===== src/rtl/pulse_receiver.sv =====
// Deserializing receiver for a repeating WIDTH-bit pulse pattern: detects the
// pattern, aligns to its period, declares lock and flags aligned mismatches.
module pulse_receiver #(
   parameter int unsigned WIDTH      = 16,
   parameter int unsigned LOCK_COUNT = 2,
   parameter int unsigned MISS_LIMIT = 1
) (
   input  logic             clock,
   input  logic             reset_n,
   input  logic             serial_in,
   input  logic [WIDTH-1:0] pattern_in,
   input  logic             load_flag,
   output logic [WIDTH-1:0] word_out,
   output logic             match_pulse,
   output logic             error_pulse,
   output logic             locked,
   output logic [15:0]      match_count
);

   localparam int unsigned CW = $clog2(WIDTH + 1);
   localparam int unsigned PW = $clog2(WIDTH);
   localparam int unsigned KW = 4;
   localparam int unsigned MW = 16;

   typedef enum logic [1:0] {
      IDLE   = 2'd0,
      SEARCH = 2'd1,
      ALIGN  = 2'd2,
      LOCKED = 2'd3
   } state_t;

   state_t           state_q;
   logic [WIDTH-1:0] shreg_q;
   logic [WIDTH-1:0] pattern_q;
   logic [CW-1:0]    bit_count_q;
   logic [PW-1:0]    phase_q;
   logic [KW-1:0]    hit_cnt_q;
   logic [KW-1:0]    miss_cnt_q;
   logic [MW-1:0]    match_count_q;
   logic             match_pulse_q;
   logic             error_pulse_q;
   logic             locked_q;

   logic             window_match_c;
   logic             checkpoint_c;
   logic [MW-1:0]    count_inc_c;
   logic [KW-1:0]    hit_next_c;
   logic [KW-1:0]    miss_next_c;

   assign window_match_c = (state_q != IDLE) && (bit_count_q == CW'(WIDTH)) &&
                           (shreg_q == pattern_q);
   assign checkpoint_c   = (phase_q == PW'(WIDTH - 1));
   // Saturating increment: match_count must never wrap.
   assign count_inc_c    = (match_count_q == {MW{1'b1}}) ? match_count_q
                                                         : match_count_q + MW'(1);
   assign hit_next_c     = hit_cnt_q + KW'(1);
   assign miss_next_c    = miss_cnt_q + KW'(1);

   always_ff @(posedge clock) begin
      if (!reset_n) begin
         state_q       <= IDLE;
         shreg_q       <= '0;
         pattern_q     <= '0;
         bit_count_q   <= '0;
         phase_q       <= '0;
         hit_cnt_q     <= '0;
         miss_cnt_q    <= '0;
         match_count_q <= '0;
         match_pulse_q <= 1'b0;
         error_pulse_q <= 1'b0;
         locked_q      <= 1'b0;
      end else begin
         shreg_q       <= {shreg_q[WIDTH-2:0], serial_in};
         match_pulse_q <= 1'b0;
         error_pulse_q <= 1'b0;
         if (load_flag) begin
            pattern_q     <= pattern_in;
            bit_count_q   <= '0;
            phase_q       <= '0;
            hit_cnt_q     <= '0;
            miss_cnt_q    <= '0;
            match_count_q <= '0;
            locked_q      <= 1'b0;
            state_q       <= SEARCH;
         end else begin
            if (bit_count_q != CW'(WIDTH)) bit_count_q <= bit_count_q + CW'(1);
            phase_q <= phase_q + PW'(1);
            unique case (state_q)
               IDLE: ;
               SEARCH: begin
                  if (window_match_c) begin
                     match_pulse_q <= 1'b1;
                     match_count_q <= count_inc_c;
                     phase_q       <= '0;
                     hit_cnt_q     <= KW'(1);
                     miss_cnt_q    <= '0;
                     if (LOCK_COUNT == 1) begin
                        state_q  <= LOCKED;
                        locked_q <= 1'b1;
                     end else begin
                        state_q  <= ALIGN;
                     end
                  end
               end
               ALIGN: begin
                  if (checkpoint_c) begin
                     if (window_match_c) begin
                        match_pulse_q <= 1'b1;
                        match_count_q <= count_inc_c;
                        phase_q       <= '0;
                        hit_cnt_q     <= hit_next_c;
                        if (hit_next_c == KW'(LOCK_COUNT)) begin
                           state_q  <= LOCKED;
                           locked_q <= 1'b1;
                        end
                     end else begin
                        hit_cnt_q <= '0;
                        state_q   <= SEARCH;
                     end
                  end
               end
               LOCKED: begin
                  if (checkpoint_c) begin
                     phase_q <= '0;
                     if (window_match_c) begin
                        match_pulse_q <= 1'b1;
                        match_count_q <= count_inc_c;
                        miss_cnt_q    <= '0;
                     end else begin
                        error_pulse_q <= 1'b1;
                        miss_cnt_q    <= miss_next_c;
                        if (miss_next_c == KW'(MISS_LIMIT)) begin
                           state_q    <= SEARCH;
                           locked_q   <= 1'b0;
                           hit_cnt_q  <= '0;
                           miss_cnt_q <= '0;
                        end
                     end
                  end
               end
               default: state_q <= IDLE;
            endcase
         end
      end
   end

   assign word_out    = shreg_q;
   assign match_pulse = match_pulse_q;
   assign error_pulse = error_pulse_q;
   assign locked      = locked_q;
   assign match_count = match_count_q;

endmodule


===== config.mk =====
export PLATFORM = sky130hd
export DESIGN_NAME = pulse_receiver
export DESIGN_NICKNAME = d
export VERILOG_FILES = /design/src/rtl/pulse_receiver.sv
export SDC_FILE = /design/constraint.sdc
export NUM_CORES = 1
export LEC_CHECK = 0
export CORE_MARGIN = 2
export CORE_UTILIZATION = 35
export DETAILED_ROUTE_END_ITERATION = 10
export PLACE_DENSITY = 0.57
export SLEW_MARGIN = 0
export SYNTH_ARGS = -nofsm -noshare
export SYNTH_HDL_FRONTEND = slang
export SYNTH_SLANG_ARGS = --single-unit

===== constraint.sdc =====
create_clock -name clock -period 2.44 [get_ports clock]
set_clock_uncertainty 0.05 [all_clocks]
set_input_delay 0.488 -clock clock [delete_from_list [all_inputs] [get_ports clock]]
set_output_delay 0.488 -clock clock [all_outputs]
set_load 0.01 [all_outputs]

# After elaboration in Yosys (flattened, before gate mapping)
# Cells that the tools add are included.
dict set report word_totals {
  regBits 70
  out_inout_bits 35
  elab_cells 102
}
dict set report op_classes {
  eq_ne 25
  bitwise 3
  mux 40
  add_sub_neg 5
  n_reduce_logical 17
}
# cell n
set op_table {}
lappend op_table {{4-bit 2-to-1 mux} 13}
lappend op_table {{16-bit 2-to-1 mux} 3}
lappend op_table {{16-bit one-hot mux with 2 select lines} 1}
lappend op_table {{4-bit one-hot mux with 3 select lines} 2}
lappend op_table {{7-bit AND reduction} 3}
lappend op_table {{3-bit != test, second input constant} 6}
lappend op_table {{16-bit by 1-bit adder with 16-bit output, second input constant} 1}
lappend op_table {{16-bit == test} 1}
lappend op_table {{16-bit == test, second input constant} 1}
lappend op_table {{2-bit 2-to-1 mux} 7}
lappend op_table {{2-bit != test, second input constant} 7}
lappend op_table {{4-bit by 1-bit adder with 4-bit output, second input constant} 3}
lappend op_table {{1-bit 2-to-1 mux} 10}
lappend op_table {{4-bit one-hot mux with 2 select lines} 1}
lappend op_table {{2-bit nonzero test} 4}
lappend op_table {{2-bit one-hot mux with 3 select lines} 1}
lappend op_table {{6-bit AND reduction} 1}
lappend op_table {{5-bit by 1-bit adder with 5-bit output, second input constant} 1}
lappend op_table {{5-bit == test, second input constant} 1}
lappend op_table {{5-bit != test, second input constant} 1}
lappend op_table {{2-bit == test, second input constant} 2}
lappend op_table {{4-bit by 1-bit == test with 1-bit output, second input constant} 1}
lappend op_table {{4-bit by 2-bit == test with 1-bit output, second input constant} 1}
lappend op_table {{4-bit == test, second input constant} 1}
lappend op_table {{other kinds (12)} 17}

# Logic depth before layout (Yosys ltp)
# Gate-level depths: netlist (run 1).
dict set report logic_depth {
  word_depth 7
  depth_mapped 10
  mapped_depth_nobuf 8
}

# Least setup slack after synthesis (run 1)
# Ideal clock, no wire load.
dict set report synth_timing {
  path_kind {register to register}
  start {register phase_q[0]}
  end {register match_count_q[15] (netlist: match_count[15])}
  arrival_time_ns 1.769
  period_less_slack_ns 1.889
  setup_time_ns 0.071
  stages_incl_launch_ff 9
  required_ns 2.319
  n_path_buf 1
  setup_slack_ns 0.551
  cell_sequence {dfxtp_1 ha_1 nand3_2 and2_1 a41oi_2 nand3_2 buf_6 or3_1 a21oi_1}
}
dict set report synth_via {
  elab_chain_cells 3
}
# element line_no
set synth_rtl {}
lappend synth_rtl {{start: declaration} 36} ;# logic [PW-1:0] phase_q;
lappend synth_rtl {{start signal: assignment} 87} ;# phase_q <= phase_q + PW'(1);
lappend synth_rtl {{4-bit == test} 52} ;# assign checkpoint_c = (phase_q == PW'(WIDTH - 1));
lappend synth_rtl {{2-bit by 1-bit != test with 1-bit output (no source line)} n/a}
lappend synth_rtl {{2-bit AND reduction (no source line)} n/a}
lappend synth_rtl {{end signal: assignment} 93} ;# match_count_q <= count_inc_c;
lappend synth_rtl {{end signal: assignment} 109} ;# match_count_q <= count_inc_c;
lappend synth_rtl {{end signal: assignment} 127} ;# match_count_q <= count_inc_c;
lappend synth_rtl {{end: declaration} 39} ;# logic [MW-1:0] match_count_q;
# Every way passes these cells.
# A chain may end at the register's enable or synchronous reset.

# Final worst setup path (run 1)
dict set report layout_timing {
  start {register phase_q[0]}
  end {register match_count_q[14] (netlist: match_count[14])}
}
# Same word-level chain as after synthesis.

==> results of run 1 <==
[report_power, final]
group	leakage [uW]	switching [uW]	total, uW	internal (uW)
sequential	0.000568	16.5	1180	1160
combinational	0.000732	71.3	155	83.6
clock	0.0000996	462	937	475
[sequential cells by signal (all words and copies together), names as in the netlist]
name         count
error_pulse      1
match_count     16
pattern_q       16
locked           1
word_out        16
miss_cnt_q       4
hit_cnt_q        4
bit_count_q      5
match_pulse      1
state_q          2
phase_q          4
[synth_stat cells, types with 5 or more instances]
master	count	area [um2]
and2_1	19	119
o21ai_0	21	105
or3_1	12	75.1
xor2_1	6	52.6
nand4_1	12	75.1
nand2_1	18	67.6
xnor2_1	19	166
nand3_1	13	65.1
nor3_1	5	25.0
dfxtp_1	70	1400
nor2_1	20	75.1
a21oi_1	21	105
nor2b_1	19	119
inv_1	8	30.0
mux2i_1	17	170
ha_1	8	100
clkbuf_1	8	30.0
[through the flow]
step           hold slack (ns)  util [%]  power, uW  setup slack [ns]
2_1_floorplan            0.382         -       1300             0.551
3_3_place_gp             0.391      43.8       1360             0.288
3_5_place_dp             0.402      43.8       1360             0.205
4_1_cts                  0.414      46.1       2310             0.196
5_1_grt                  0.444      46.2       2380             0.151
6_report                 0.411      46.2       2270             0.324
[critical path, cell delays in order (launching register included)]
cell and delay, ns:
dfxtp_1 0.35, ha_1 0.22, nand3_2 0.12, and2_1 0.21, a41oi_2 0.29, nand4_1 0.28, or3_1 0.38, a21oi_1 0.15
[routing by layer]
layer  wire length, um  GRT usage, %  vias to the layer above
met4                26          3.06                        0
met1              3260          18.6                     1180
met5                 0             0                        -
met2              3180          23.8                       65
met3               461          5.82                        4
li1                  -             -                     1304
[worst paths after layout]
| path | start | endpoint |
|---|---|---|
| max | phase_q[0]$_SDFF_PP0_ | match_count[14]$_SDFFE_PP0P_ |
| min | phase_q[0]$_SDFF_PP0_ | phase_q[0]$_SDFF_PP0_ |
| max reg2reg | phase_q[0]$_SDFF_PP0_ | match_count[14]$_SDFFE_PP0P_ |
| min reg2reg | phase_q[0]$_SDFF_PP0_ | phase_q[0]$_SDFF_PP0_ |
[repair_timing]
item / CTS / global route
setup buffers: 0 / 0
resized for setup: 0 / 1
endpoints found under the setup margin: 0 / 1
[layout make-up]
cell class,count,share of cell area [%]
clock inverters,7,1.83
repair buffers,62,14.9
inverters,8,0.746
multi-input cells,248,41.3
well taps,108,3.36
flip-flops and latches,70,34.8
clock buffers,9,3.08
[cells by family after synthesis]
| family | share of synthesized area, % |
|---|---|
| flip-flops | 44.5 |
| AO/OA/AOI/OAI | 12.1 |
| multiplexers | 5.41 |
| XOR/XNOR | 6.96 |
| AND/OR/NAND/NOR | 24.9 |
| adder cells (fa/ha/maj) | 3.18 |
| buffers and inverters | 2.86 |
==> run metrics, run 1 <==
FF/Latch Area=1400 um2; half-perimeter wire length after placement=4920 um; Mapped Nets=367; Distinct cells, synth=43; total die area=9770 um2; run status=finished clean; r2r setup slk=0.32 ns; Pre-antenna DRT Iters=4; Req. time, crit path=2.66 ns; Skew-Pair Late Insertion Delay=0.34 ns; Sink Count=70; fin area=4030 um2; share of layout cells above drive strength 1=8.17%; R2R depth=7; Post-Syn Area=3150 um2; via count=2553; row count=34; post-DR vias/cell=4.99; Root Driver=clkbuf_8; diode count=0; Worst slew margin=59.3%; Max-Cap Viols=0; Ys Warns=0; Final Setup Violations=0; Overflow after GRT=0; Hold Buf Count CTS=0; Die W=98.8 um; Post-Route WL=6930 um; dpl cell area=3820 um2; Async SR Flop Fraction=0%; pwr dens=564 nW/um2; unrepaired setup endpoints after global routing=no; final period utilization=86.7%; crit start category=register; Seq cells post-synth=70; Synth Instances=339; FILL cells=839; Placed Cells=496; Initial Util=36.1%; Final GP Congestion=0.745; initial antenna violation count=0; WP data arrival=2.33 ns; hold path depth=1; most common cell after layout, fill and taps aside=dfxtp_1; vias in the first global route=2502; drt initial violations=88; die height=98.8 um; Max Slew Vio Count=0; global-route wire length before repair=11800 um; post-route DRC violation count=0; Post-Route Setup TNS=0 ns; htree depth=3; Final nets=427; CTS Buf Count=9; overall global routing resource usage=14.7%; Worst VDD drop=0.000330 V; CP max FO=5; footprint of the multi-input gates=1660 um2; Setup crit end kind=register; largest net degree at the start of global routing=35; # IOs=55; Non-Filler Instances=512; CTS clk-pin slew, worst paths=0.07 ns; Post-synth EDFFs=0; syn avg cell area=9.28 um2; commonest cells after routing, fill and taps aside=dfxtp_1 (70), clkdlybuf4s50_1 (54), o21ai_0 (21), a21oi_1 (21), nor2_1 (20); clk buf depth=2; Main synth FF type=dfxtp_1; Worst Max-Slew Pin Slew=0.604 ns; worst hold path class=register to register; ANT nets after route=0; Port Buffers=54; Hold Violations, Final=0; area grow syn2layout=28.0%; final worst path period need=2.12 ns; Peak Freq=473 MHz; CTS tree=done; drt wl/cell=13.5 um; sequential fraction of the synthesis area=44.5%; Crit Path Class=register to register; CORE AREA=8720 um2; Pleak=0.00140 uW
Note: power is estimated with default switching activity, not from simulation.
==> run 2: changes to the inputs <==
- ABC_AREA: unset -> 1
- CORE_MARGIN: 2 -> unset
- PLACE_DENSITY: 0.57 -> unset
- PLACE_DENSITY_LB_ADDON: unset -> 0.1
==> run 2 against run 1 <==
Net effect: first-iteration DRC count down 5.7%; utilization fell by 0.91 points; total power is 3.8% higher; clock power up 2%; cell count grew 41%; critical endpoint is now match_count[11]$_SDFFE_PP0P_.
==> run metrics, run 2 <==
Req. time, crit path=2.65 ns; WP data arrival=2.36 ns; hold_ws=0.401 ns; Hold Violations, Final=0; crit start category=register; htree depth=3; final period utilization=88.1%; Port Buffers=54; Main synth FF type=dfxtp_1; Initial Util=36.1%; CTS tree=done; total die area=10500 um2; Async SR Flop Fraction=0%; # IOs=55; Place WS=0.324 ns; Setup crit end kind=register; Final nets=612; Worst slew margin=67.0%; Final Setup Violations=0; half-perimeter wire length after placement=6510 um; die height=103 um; Placed Cells=706; Distinct cells, synth=36; crit path max-delay cell type=a31oi_2; CP max FO=11; Max Slew Vio Count=0; Post-Route WL=8460 um; sequential fraction of the synthesis area=39.5%; post-DR vias/cell=4.55; Non-Filler Instances=722; Seq cells post-synth=70; Sink Count=70; Skew-Pair Late Insertion Delay=0.35 ns; post-route DRC violation count=0; Post-CTS Resized=0; CTS clk-pin slew, worst paths=0.08 ns; r2r setup slk=0.29 ns; CP max stage delay=0.39 ns; Worst VDD drop=0.000256 V; final worst path period need=2.15 ns; Worst Hold Launch=phase_q[0]$_SDFF_PP0_; Synth Instances=524; Reg2Reg Capture Point=match_count[11]$_SDFFE_PP0P_; Pleak=0.00197 uW; unrepaired setup endpoints after global routing=no; Crit Path Class=register to register; Setup Fix Bufs, Post-CTS=0; drt wl/cell=11.7 um; worst hold path class=register to register; hold path depth=1; Worst Max-Slew Pin Slew=0.494 ns; commonest cells after routing, fill and taps aside=nand2_1 (141), inv_1 (84), dfxtp_1 (70); Util after Layout=45.3%; run status=finished clean; Peak Freq=465 MHz; clk buf depth=2; Post-synth EDFFs=0; top-count cell post-synth=nand2_1; pwr dens=531 nW/um2; Ys Warns=0; Yosys top cell area share=39.5%; Hold Buf Count CTS=0; Pre-antenna DRT Iters=4; Post-Route Setup TNS=0 ns; synth cell count leaders=nand2_1 (141), inv_1 (84), dfxtp_1 (70); Area contributors post-synth=dfxtp_1 (40%), nand2_1 (15%), inv_1 (8.9%); Max-Cap Viols=0; cells along the critical path=ha_1, nand2_1, nor3_4, a31oi_2, nor2b_4, nand2_1, nor2_1, nand2_1, nand2_1, nor2_1; Final GP Congestion=0.878; most common cell after layout, fill and taps aside=nand2_1; ANT nets after route=0; R2R depth=10; syn avg cell area=6.77 um2; largest net degree at the start of global routing=33; Die W=103 um; Mapped Nets=552; via count=3284; share of layout cells above drive strength 1=7.30%; initial antenna violation count=0; cell taking the most area after synthesis=dfxtp_1; drt initial violations=83; overall global routing resource usage=17.7%; hold endpoint=phase_q[0]$_SDFF_PP0_; area grow syn2layout=25.3%; Post-Syn Area=3550 um2; CORE AREA=9820 um2; Final WS setup=0.291 ns; worst reg2reg path startpoint=match_count[0]$_SDFFE_PP0P_; row count=36; vias in the first global route=3073; diode count=0; CTS Buf Count=9; global-route wire length before repair=14400 um; Root Driver=clkbuf_8; crit-path most repeated cell=nand2_1; Overflow after GRT=0
[run 2: worst max-delay path, delay by kind of cell (launching register included)]
| kind | cells | cell delay (ns) |
|---|---|---|
| AOI/OAI and AO/OA | 1 | 0.39 |
| adders and majority gates | 1 | 0.25 |
| DFF | 1 | 0.36 |
| and+or+nand+nor | 8 | 1.01 |
[run 2: worst max path at each step]
stage                                      startpoint                      endpoint  slack [ns]  depth (start not counted)
after detailed placement        phase_q[0]$_SDFF_PP0_  match_count[11]$_SDFFE_PP0P_        0.32                         11
after CTS                       phase_q[0]$_SDFF_PP0_  match_count[11]$_SDFFE_PP0P_        0.32                         11
after global placement          phase_q[0]$_SDFF_PP0_  match_count[11]$_SDFFE_PP0P_        0.37                         11
final                     match_count[0]$_SDFFE_PP0P_  match_count[11]$_SDFFE_PP0P_        0.29                         10
after global routing            phase_q[0]$_SDFF_PP0_  match_count[11]$_SDFFE_PP0P_        0.06                         11
after floorplan           match_count[0]$_SDFFE_PP0P_   match_count[7]$_SDFFE_PP0P_        0.69                          9
[run 2: cell type report]
cell class	instances	area, um2
Clock buffer	11	141
Clock inverter	5	58.8
Fill cell	1078	5370
Inverter	86	323
Multi-Input combinational cell	358	1780
Sequential cell	70	1400
Tap cell	133	166
Timing Repair Buffer	59	578
[run 2: per-stage QoR]
step	instance area, um2	power (uW)
2_1_floorplan	3550	1350
3_3_place_gp	4250	1430
3_5_place_dp	4250	1430
4_1_cts	4450	2390
5_1_grt	4450	2480
6_report	4450	2360
[run 2: kinds of logic (layout without fill, tap and decap cells)]
family | count (synthesis) | after routing | synth area share (%)
buffers and inverters | 96 | 161 | 10.4
AO/OA/AOI/OAI | 74 | 74 | 11.3
AND/OR/NAND/NOR | 263 | 263 | 32.8
XOR/XNOR | 13 | 13 | 3.21
flip-flops | 70 | 70 | 39.5
adder cells (fa/ha/maj) | 8 | 8 | 2.82
[run 2: metal layers]
metal | up-vias | global-route usage [%] | share of wire, % | routed length, um
met4 | 0 | 5.38 | 1.6 | 136
li1 | 1761 | - | - | -
met5 | - | 0 | 0 | 0
met3 | 10 | 4.81 | 4.5 | 382
met2 | 63 | 30.2 | 47 | 4000
met1 | 1450 | 21.7 | 47 | 3940
[run 2: power by group]
| part | total, uW | switching, uW | internal [uW] |
|---|---|---|---|
| clock network | 957 | 456 | 501 |
| registers | 1190 | 17.0 | 1170 |
| logic | 217 | 127 | 89.9 |
==> run 3: changes to the inputs <==
- SLEW_MARGIN: 0 -> 10
==> results of run 3 <==
No change in the layout: final DEF, timing and power equal those of run 2.
